<file path="src/rtl/ram_copier.sv">
// Block-copy / fill engine driving a ram4k-class port (combinational read, write on clk when load).
// Copy moves one word per READ/WRITE pair; fill writes one word per cycle.
module ram_copier #(
   parameter int ADDR_W = 12,
   parameter int DATA_W = 16
) (
   input  logic              clk,
   input  logic              rst_n,
   input  logic              start,
   input  logic              mode,
   input  logic [ADDR_W-1:0] src,
   input  logic [ADDR_W-1:0] dst,
   input  logic [ADDR_W-1:0] len,
   input  logic [DATA_W-1:0] fill_val,
   input  logic              abort,
   output logic              busy,
   output logic              done,
   output logic [ADDR_W-1:0] mem_address,
   output logic [DATA_W-1:0] mem_in,
   output logic              mem_load,
   input  logic [DATA_W-1:0] mem_out
);

   typedef enum logic [1:0] {
      S_IDLE  = 2'd0,
      S_READ  = 2'd1,
      S_WRITE = 2'd2,
      S_DONE  = 2'd3
   } state_t;

   state_t            r_state;
   state_t            w_state_nxt;
   logic [ADDR_W-1:0] r_src_ptr;
   logic [ADDR_W-1:0] r_dst_ptr;
   logic [ADDR_W-1:0] r_count;
   logic [DATA_W-1:0] r_data;
   logic              r_mode;

   // NOTE: every signal assigned in this block gets a default on the first line,
   // so no path through the case can leave it unassigned and infer a latch.
   always_comb begin
      w_state_nxt = r_state;
      case (r_state)
         S_IDLE: begin
            if (start) begin
               if (len == '0)
                  w_state_nxt = S_DONE;
               else if (mode)
                  w_state_nxt = S_WRITE;
               else
                  w_state_nxt = S_READ;
            end
         end
         S_READ:  w_state_nxt = abort ? S_IDLE : S_WRITE;
         S_WRITE: begin
            if (abort)
               w_state_nxt = S_IDLE;
            else if (r_count == ADDR_W'(1))
               w_state_nxt = S_DONE;
            else
               w_state_nxt = r_mode ? S_WRITE : S_READ;
         end
         S_DONE:  w_state_nxt = S_IDLE;
         default: w_state_nxt = S_IDLE;
      endcase
   end

   // NOTE: clocked state uses non-blocking assignments so every register samples
   // the pre-edge values of the others, independent of statement order.
   always_ff @(posedge clk or negedge rst_n) begin
      if (!rst_n)
         r_state <= S_IDLE;
      else
         r_state <= w_state_nxt;
   end

   // Pointers advance on every WRITE edge, including an aborted one, since that write lands.
   always_ff @(posedge clk or negedge rst_n) begin
      if (!rst_n) begin
         r_src_ptr <= '0;
         r_dst_ptr <= '0;
         r_count   <= '0;
         r_data    <= '0;
         r_mode    <= 1'b0;
      end else begin
         case (r_state)
            S_IDLE: begin
               if (start) begin
                  r_src_ptr <= src;
                  r_dst_ptr <= dst;
                  r_count   <= len;
                  r_mode    <= mode;
                  if (mode)
                     r_data <= fill_val;
               end
            end
            S_READ:  r_data <= mem_out;
            S_WRITE: begin
               r_dst_ptr <= r_dst_ptr + ADDR_W'(1);
               if (!r_mode)
                  r_src_ptr <= r_src_ptr + ADDR_W'(1);
               r_count <= r_count - ADDR_W'(1);
            end
            default: ;
         endcase
      end
   end

   assign mem_address = (r_state == S_READ) ? r_src_ptr : r_dst_ptr;
   assign mem_in      = r_data;
   assign mem_load    = (r_state == S_WRITE);
   assign busy        = (r_state == S_READ) || (r_state == S_WRITE);
   assign done        = (r_state == S_DONE);

endmodule

</file>
<file path="config.mk">
export PLATFORM = sky130hd
export DESIGN_NAME = ram_copier
export DESIGN_NICKNAME = d
export VERILOG_FILES = /design/src/rtl/ram_copier.sv
export SDC_FILE = /design/constraint.sdc
export NUM_CORES = 1
export LEC_CHECK = 0
export ABC_CLOCK_PERIOD_IN_PS = 2100
export CAP_MARGIN = 20
export CORE_ASPECT_RATIO = 1.4
export CORE_MARGIN = 2
export CORE_UTILIZATION = 37
export CTS_BUF_LIST = sky130_fd_sc_hd__clkbuf_16
export CTS_CLUSTER_SIZE = 16
export DETAILED_ROUTE_END_ITERATION = 16
export GPL_ROUTABILITY_DRIVEN = 0
export GPL_TIMING_DRIVEN = 0
export PLACE_DENSITY = 0.79
export SKIP_LAST_GASP = 1
export SYNTH_ARGS = -nofsm -noshare
export SYNTH_HDL_FRONTEND = slang
export SYNTH_SLANG_ARGS = --single-unit
</file>
<file path="constraint.sdc">
create_clock -name clk -period 2.1 [get_ports clk]
set_input_delay 0.63 -clock clk [delete_from_list [all_inputs] [get_ports clk]]
set_output_delay 0.63 -clock clk [all_outputs]
set_load 0.005 [all_outputs]
</file>
==> results of run 1 <==
## worst max-delay path by stage
| stage | end | cells past startpoint | slack, ns |
|---|---|---|---|
| 2_1_floorplan | mem_address[0] | 5 | 0.06 |
| 3_3_place_gp | mem_in[14] | 1 | -1.41 |
| 3_5_place_dp | mem_address[6] | 6 | -0.70 |
| 4_1_cts | mem_address[6] | 6 | -0.16 |
| 5_1_grt | mem_address[3] | 6 | -0.19 |
| 6_report | mem_address[3] | 6 | -0.15 |
## cell usage after synthesis, drive strengths merged, types with 8 or more instances
master  instances  area [um^2]
clkbuf         12        45.04
nand2          41        161.4
o21ai          34        170.2
dfrtp          55         1376
nand3          17        85.08
a21oi          36        180.2
nand4           8        50.05
mux2           13        146.4
nor2           16        60.06
buf            17        105.1
o22ai          22        137.6
inv             9        33.78
mux2i          29        294.0
ha              8        100.1
nor3            8        45.04
## cells by family after synthesis
group                    after synthesis  synth area share [%]
buffers and inverters                 38                 5.410
flip-flops                            55                 40.49
AND/OR/NAND/NOR                      120                 18.07
adder cells (fa/ha/maj)                8                 2.945
multiplexers                          42                 12.96
AO/OA/AOI/OAI                        116                 20.13
## timing repair
action	4_1_cts	5_1_grt
setup buffers	10	6
pin swaps	0	3
gates resized for setup	91	22
setup endpoints to repair	28	65
cloned	1	1
## critical path: stages, from the launching register on
cell and delay [ns]:
sky130_fd_sc_hd__dfrtp_1 0.39, sky130_fd_sc_hd__inv_2 0.08, sky130_fd_sc_hd__ha_4 0.18, sky130_fd_sc_hd__buf_8 0.12
sky130_fd_sc_hd__buf_6 0.12, sky130_fd_sc_hd__mux2_4 0.31, sky130_fd_sc_hd__buf_6 0.12
## where the power goes
group          internal, mW  switching (mW)  leakage [nW]
registers              1.60           0.588         0.648
clock network         0.431           0.386        0.0671
logic                  2.40            2.18          1.41
total                  4.43            3.16          2.13
## flip-flops by register name, summed over array words and instances (netlist names)
signal     count
r_mode         1
mem_in        16
r_state        2
r_count       12
r_dst_ptr     12
r_src_ptr     12
## per-stage QoR
step | worst slack [ns] | cells | area, um^2 | hold WS (ns) | util (%)
floorplan | 0.05505 | 379 | 3400 | 0.3344 | -
finish | -0.1550 | 613 | 5045 | 0.3803 | 56.20
detailed placement | -0.7017 | 590 | 4579 | 0.4695 | 51.01
global route | -0.1912 | 613 | 5045 | 0.4359 | 56.20
global placement | -1.415 | 589 | 4564 | 0.4628 | 50.84
CTS | -0.1566 | 607 | 4933 | 0.4013 | 54.95
## placed cells by master, fill, tap and decap left out, types with 3 or more instances in the layout
| master | instances |
|---|---|
| sky130_fd_sc_hd__clkdlybuf4s50_1 | 87 |
| sky130_fd_sc_hd__dfrtp_1 | 55 |
| sky130_fd_sc_hd__nand2_1 | 40 |
| sky130_fd_sc_hd__a21oi_1 | 36 |
| sky130_fd_sc_hd__o21ai_0 | 34 |
| sky130_fd_sc_hd__mux2i_1 | 28 |
| sky130_fd_sc_hd__buf_6 | 20 |
| sky130_fd_sc_hd__o22ai_1 | 19 |
| sky130_fd_sc_hd__nand3_1 | 17 |
| sky130_fd_sc_hd__nor2_1 | 16 |
| sky130_fd_sc_hd__buf_4 | 14 |
| sky130_fd_sc_hd__mux2_4 | 12 |
| sky130_fd_sc_hd__nand4_1 | 8 |
| sky130_fd_sc_hd__inv_1 | 7 |
| sky130_fd_sc_hd__buf_2 | 7 |
| sky130_fd_sc_hd__nor3_1 | 7 |
| sky130_fd_sc_hd__clkbuf_2 | 6 |
| sky130_fd_sc_hd__clkbuf_1 | 6 |
| sky130_fd_sc_hd__nor4_1 | 6 |
| sky130_fd_sc_hd__ha_1 | 6 |
| sky130_fd_sc_hd__clkbuf_16 | 6 |
| sky130_fd_sc_hd__and2_1 | 4 |
| sky130_fd_sc_hd__a2bb2oi_1 | 4 |
| sky130_fd_sc_hd__o22a_1 | 4 |
| sky130_fd_sc_hd__nand2b_1 | 4 |
| sky130_fd_sc_hd__and4_1 | 3 |
| sky130_fd_sc_hd__and3_1 | 3 |
| sky130_fd_sc_hd__o22ai_2 | 3 |
| sky130_fd_sc_hd__a22oi_1 | 3 |
| sky130_fd_sc_hd__o211ai_1 | 3 |
| sky130_fd_sc_hd__a31o_2 | 3 |
## layer usage
| metal | track usage, % | up-vias |
|---|---|---|
| li1 | - | 1656 |
| met1 | 25.53 | 1712 |
| met2 | 36.87 | 172 |
| met3 | 4.715 | 18 |
| met4 | 8.532 | 0 |
| met5 | 0 | - |
## final cells by class
cell class	instances	share of cell area (%)
clock inverter	2	0.1736
sequential	55	27.28
timing repair buffer	121	24.45
multi-input combinational	286	38.57
clock buffer	5	2.480
buffer	28	3.720
inverter	9	0.6696
tap	107	2.654
==> metrics.md, run 1 <==
| Metric | Value |
|---|---|
| Run status | `finished, violations left` |
| Violated checks | `negative setup slack` |
| Clock root buffer master | `sky130_fd_sc_hd__clkbuf_16` |
| Crit Path Category | `flop to primary output` |
| Count of antenna-violating nets left after detailed routing | `0` |
| Maximum frequency from static timing analysis | `between 400 and 500 MHz` |
| Post-synthesis async set-or-reset flop share | `100.0%` |
| Detailed route wirelength on metal3 | `~860 um` |
| Data required time of the critical path | `around 1.5 ns` |
| Number of hold buffers added after cts | `0` |
| Class of the worst hold path | `input pin to asynchronous set/reset pin` |
| Number of rows in the core area | `between 40 and 50` |
| I/O pin count | `approximately 100` |
| Tightest Pin Transition | `0.7087 ns` |
| FF-to-FF Start | `r_state[0]` |
| Total core area | `0.008977 mm^2` |
| Total power consumption of the routed design | `7.585 mW` |
| Setup skew after layout | `a little under 0.009 ns` |
| Critical path startpoint | `r_state[1]` |
| Total of flip-flops plus latches after synthesis | `55` |
| Number of vias per cell after detailed routing | `approximately 5.8` |
| Number of clock sinks | `55` |
| Buffer levels on the longest clock path | `2` |
| Clock H-tree levels | `2` |
| CTS tree | `yes` |
| Reg area | `0.001376 mm^2` |
| Total count of max-transition violations in the final report | `0` |
| Sequential cell area fraction in the yosys report | `about two fifths` |
| Chip Height | `between 100 and 150 um` |
| Total grt overflow | `0` |
| Number of instances in the synthesized netlist | `roughly 380` |
| P&R area growth vs syn | `48.40%` |
| Total nets after synthesis | `460` |
| Number of antenna violations at the first check in global routing | `0` |
| Share of post-route cells with drive strength above 1 | `~17%` |
| Relative slew slack | `between 50% and 60%` |
| Critical R2R Capture | `mem_in[15]` |
| Clock-pin slew on the worst setup and hold paths | `approximately 0.07 ns` |
| Die area | `about 0.01 mm^2` |
| Number of input and output port buffers inserted | `about 100` |
| Areal power density over the cells | `1504 mW/mm^2` |
| Total area of multi-input combinational cells | `between 0.0015 and 0.002 mm^2` |
| Register-to-register setup slack | `roughly 0.020 ns` |
| Max Fanout on Critical Path | `4` |
| Setup repair after global routing missed its margin | `yes` |
| Initial cell density of the core | `between 30% and 40%` |
| Post-layout minimum cycle time | `between 2 and 2.5 ns` |
| Per-instance average area after synthesis | `between 8 and 9 um^2` |
| Count of vias placed by the detailed router | `3,558` |
| First-pass iteration count of the detailed router | `5` |
| Wire length on met2 | `slightly below 6 mm` |
| Minimum setup slack in the final design | `-0.1550 ns` |
| HPWL Detailed | `between 7 and 8 mm` |
| Netlist area before placement | `approximately 0.0034 mm^2` |
| Highest metal layer used by the detailed router | `met4` |
| Worst R2R Path Depth | `9` |
| Final routed wirelength across all metal layers | `~11 mm` |
| CP Capture Type | `primary output` |
| Share of the clock period used by the worst path | `107.4%` |
| Top FF cell, synth | `sky130_fd_sc_hd__dfrtp_1` |
| Die width | `around 85 um` |
| Number of synthesized flops with an enable pin | `0` |
| Synth unique cells | `42` |
| Aggregate global-route resource usage | `between 20% and 30%` |
| Worst supply voltage drop on vdd | `slightly below 0.0008 V` |
| Antenna cell count | `0` |
| Total count of hold-check failures in the final report | `0` |
| Leakage power of the design | `2.127 nW` |
| Clk_lat worst skew | `~0.3 ns` |
| Layout Nets | `just under 600` |
| Count of endpoints failing setup in the final report | `19` |
| Synth warn | `0` |
| First-pass GRT wire length | `between 15 and 20 mm` |
| # Max-Cap Violations | `0` |
| Category of the worst setup path launch point | `flop` |
| Iteration-0 DRC count of the detailed router | `between 300 and 400` |
| Arrival time at the worst endpoint | `between 1.5 and 2 ns` |
| Final setup TNS | `-1.339 ns` |
| Number of global-route vias before repair | `3,491` |
| Clock buffers created by TritonCTS | `5` |
| Pin count of the biggest net entering global routing | `29` |
| Avg WL per Cell | `about 18 um` |
| Met1 WL | `4.340 mm` |
| DRC viols | `0` |
| Count of fill cells added during filler insertion | `roughly 760` |
No activity file was read; power rests on OpenSTA's default activity.
==> run 2: changes to the inputs <==
SETUP_SLACK_MARGIN = 0.05   (was unset)
SLEW_MARGIN = 5   (was unset)
==> run 2 against run 1 <==
The flow still finishes with violations (negative setup slack). Combinational power is 0.9% higher. Total power is 0.41% higher. Clock power hardly changed. Largest cell class unchanged.
==> metrics.md, run 2 (synthesis results as in run 1) <==
| Metric | Value |
|---|---|
| Initial cell density of the core | `37.87% (unchanged)` |
| Arrival time at the worst endpoint | `1.61 ns (was 1.62 ns)` |
| Crit Path Category | `flop to primary output (unchanged)` |
| Data required time of the critical path | `1.47 ns (about the same)` |
| Clock-pin slew on the worst setup and hold paths | `0.07 ns (about the same)` |
| Clock H-tree levels | `2 (unchanged)` |
| CTS tree | `yes (unchanged)` |
| Number of standard cells in the final layout excluding fillers | `616 (was 613)` |
| Cell occurring most often along the worst timing path | `sky130_fd_sc_hd__buf_6 (unchanged)` |
| Number of hold buffers added after cts | `0 (unchanged)` |
| Met1 WL | `4.346 mm (was 4.340 mm)` |
| Register-to-register setup slack | `0.09 ns (was 0.02 ns)` |
| Clock root buffer master | `sky130_fd_sc_hd__clkbuf_16 (unchanged)` |
| Layout Nets | `590 (was 587)` |
| Count of fill cells added during filler insertion | `762 (unchanged)` |
| Total grt overflow | `0 (unchanged)` |
| Highest-count cells in the layout ignoring fill and taps | `86 x sky130_fd_sc_hd__clkdlybuf4s50_1, 55 x sky130_fd_sc_hd__dfrtp_1, 40 x sky130_fd_sc_hd__nand2_1, 36 x sky130_fd_sc_hd__a21oi_1, 33 x sky130_fd_sc_hd__o21ai_0 (was 87 x sky130_fd_sc_hd__clkdlybuf4s50_1, 55 x sky130_fd_sc_hd__dfrtp_1, 40 x sky130_fd_sc_hd__nand2_1, 36 x sky130_fd_sc_hd__a21oi_1, 34 x sky130_fd_sc_hd__o21ai_0)` |
| # Max-Cap Violations | `0 (unchanged)` |
| Count of vias placed by the detailed router | `3,542 (was 3,558)` |
| Share of the clock period used by the worst path | `106.5% (was 107.4%)` |
| Pin count of the biggest net entering global routing | `29 (unchanged)` |
| Areal power density over the cells | `1500 mW/mm^2 (was 1504 mW/mm^2)` |
| Crit-path slowest cell | `sky130_fd_sc_hd__dfrtp_1 (unchanged)` |
| Die area | `0.009981 mm^2 (unchanged)` |
| Leakage power of the design | `2.150 nW (was 2.127 nW)` |
| Logic depth of the worst path, buffers included | `6 (unchanged)` |
| Antenna cell count | `0 (unchanged)` |
| Post-layout minimum cycle time | `2.235 ns (was 2.255 ns)` |
| DRC viols | `0 (unchanged)` |
| Max Fanout on Critical Path | `4 (unchanged)` |
| Total core area | `0.008977 mm^2 (unchanged)` |
| I/O pin count | `104 (unchanged)` |
| P&R area growth vs syn | `49.36% (was 48.40%)` |
| Count of antenna-violating nets left after detailed routing | `0 (unchanged)` |
| First-pass GRT wire length | `17.28 mm (was 17.29 mm)` |
| Number of global-route vias before repair | `3,522 (was 3,491)` |
| Aggregate global-route resource usage | `21.48% (was 21.43%)` |
| HPWL Detailed | `7.587 mm (unchanged)` |
| CP peak stage delay | `0.39 ns (about the same)` |
| Critical path startpoint | `r_state[1] (unchanged)` |
| First-pass iteration count of the detailed router | `4 (was 5)` |
| Chip Height | `117.4 um (unchanged)` |
| Die width | `85.01 um (unchanged)` |
| Clk_lat worst skew | `0.30 ns (about the same)` |
| Total power consumption of the routed design | `7.617 mW (was 7.585 mW)` |
| Violated checks | `negative setup slack (unchanged)` |
| Final routed wirelength across all metal layers | `11.02 mm (was 11.23 mm)` |
| Number of antenna violations at the first check in global routing | `0 (unchanged)` |
| Avg WL per Cell | `17.88 um (was 18.32 um)` |
| Last element of the critical path | `mem_address[9] (was mem_address[3])` |
| Share of post-route cells with drive strength above 1 | `18.27% (was 17.00%)` |
| Iteration-0 DRC count of the detailed router | `339 (was 304)` |
| Top Family by Delay on Critical Path | `buffers and inverters (unchanged)` |
| Total area of multi-input combinational cells | `0.001966 mm^2 (was 0.001946 mm^2)` |
| Reg area | `0.001376 mm^2 (unchanged)` |
| Number of clock sinks | `55 (unchanged)` |
| Setup skew after layout | `0.007334 ns (was 0.008799 ns)` |
| Leading cell type in the layout, fill and taps excluded | `sky130_fd_sc_hd__clkdlybuf4s50_1 (unchanged)` |
| Maximum frequency from static timing analysis | `447.3 MHz (was 443.5 MHz)` |
| Detailed route wirelength on metal3 | `722 um (was 861 um)` |
| CP Capture Type | `primary output (unchanged)` |
| FF-to-FF Start | `r_state[0] (unchanged)` |
| Critical Path, Cell by Cell | `inv_2, ha_4, buf_6, buf_6, mux2_4, buf_6 (was inv_2, ha_4, buf_8, buf_6, mux2_4, buf_6)` |
| Class of the worst hold path | `input pin to asynchronous set/reset pin (unchanged)` |
| Worst R2R Path Depth | `9 (unchanged)` |
| Number of buffer and inverter instances along the worst setup path | `4 (unchanged)` |
| Total count of hold-check failures in the final report | `0 (unchanged)` |
| Number of rows in the core area | `41 (unchanged)` |
| Tightest Pin Transition | `0.7209 ns (was 0.7087 ns)` |
| Clock buffers created by TritonCTS | `5 (unchanged)` |
| Critical R2R Capture | `mem_in[15] (unchanged)` |
| Relative slew slack | `51.94% (was 52.75%)` |
| Total count of max-transition violations in the final report | `0 (unchanged)` |
| Worst supply voltage drop on vdd | `0.0007901 V (was 0.0007854 V)` |
| Setup repair after global routing missed its margin | `yes (unchanged)` |
| Highest metal layer used by the detailed router | `met4 (unchanged)` |
| Minimum setup slack in the final design | `-0.1355 ns (was -0.1550 ns)` |
| Buffer levels on the longest clock path | `2 (unchanged)` |
| Wire length on met2 | `5.607 mm (was 5.798 mm)` |
| Number of input and output port buffers inserted | `103 (unchanged)` |
| Count of endpoints failing setup in the final report | `12 (was 19)` |
| Number of vias per cell after detailed routing | `5.750 (was 5.804)` |
| Run status | `finished, violations left (unchanged)` |
| Max FFs per register | `16 (unchanged)` |
| Category of the worst setup path launch point | `flop (unchanged)` |
| Cell total after placement | `590 (unchanged)` |
==> run 2: worst min-delay path by stage <==
| stage | to | depth (start not counted) |
|---|---|---|
| floorplan | mem_in[0] | 0 |
| global placement | mem_in[11] | 2 |
| detailed placement | mem_in[7] | 2 |
| CTS | r_count[0] | 1 |
| global route | r_count[4] | 1 |
| finish | r_count[0] | 1 |
==> run 2: repair_timing <==
item | 4_1_cts | 5_1_grt
gates cloned | 1 | 2
setup buffers | 11 | 7
resized for setup | 92 | 26
pin swaps | 0 | 3
setup endpoints to repair | 48 | 58
==> run 2: final cells by class <==
cell class	count	area share, %
Multi-Input combinational cell	287	38.71
Sequential cell	55	27.11
Timing Repair Buffer	123	24.40
Buffer	28	3.844
Tap cell	107	2.637
Clock buffer	5	2.464
Inverter	9	0.6654
Clock inverter	2	0.1725
==> run 2: power breakdown <==
part	total [mW]	internal (mW)	leakage, nW	switching, mW
clock	0.816	0.431	0.0671	0.385
sequential	2.18	1.60	0.648	0.582
combinational	4.62	2.44	1.43	2.18
==> run 2: worst register-to-register path: cells and delay by family (launching register included) <==
family	cells	cell delay (ns)
AOI/OAI and AO/OA	2	0.44
adders and majority gates	1	0.18
buffers and inverters	4	0.62
DFF	1	0.40
and+or+nand+nor	2	0.25
==> run 2: through the flow <==
step	setup slack, ns	utilization (%)	setup TNS, ns	area (um^2)	hold slack [ns]
final	-0.1355	56.56	-1.095	5077	0.3876
after global routing	-0.1807	56.56	-1.712	5077	0.4406
after CTS	-0.1457	55.19	-1.579	4955	0.4013
after detailed placement	-0.7017	51.01	-18.66	4579	0.4695
after global placement	-1.415	50.84	-93.99	4564	0.4628
after floorplan	0.05505	-	0	3400	0.3344
==> run 2: layer usage <==
layer  track usage [%]  vias up
li1                  -     1667
met1             25.26     1695
met2             36.67      148
met3             5.208       32
met4             9.226        0
met5                 0        -
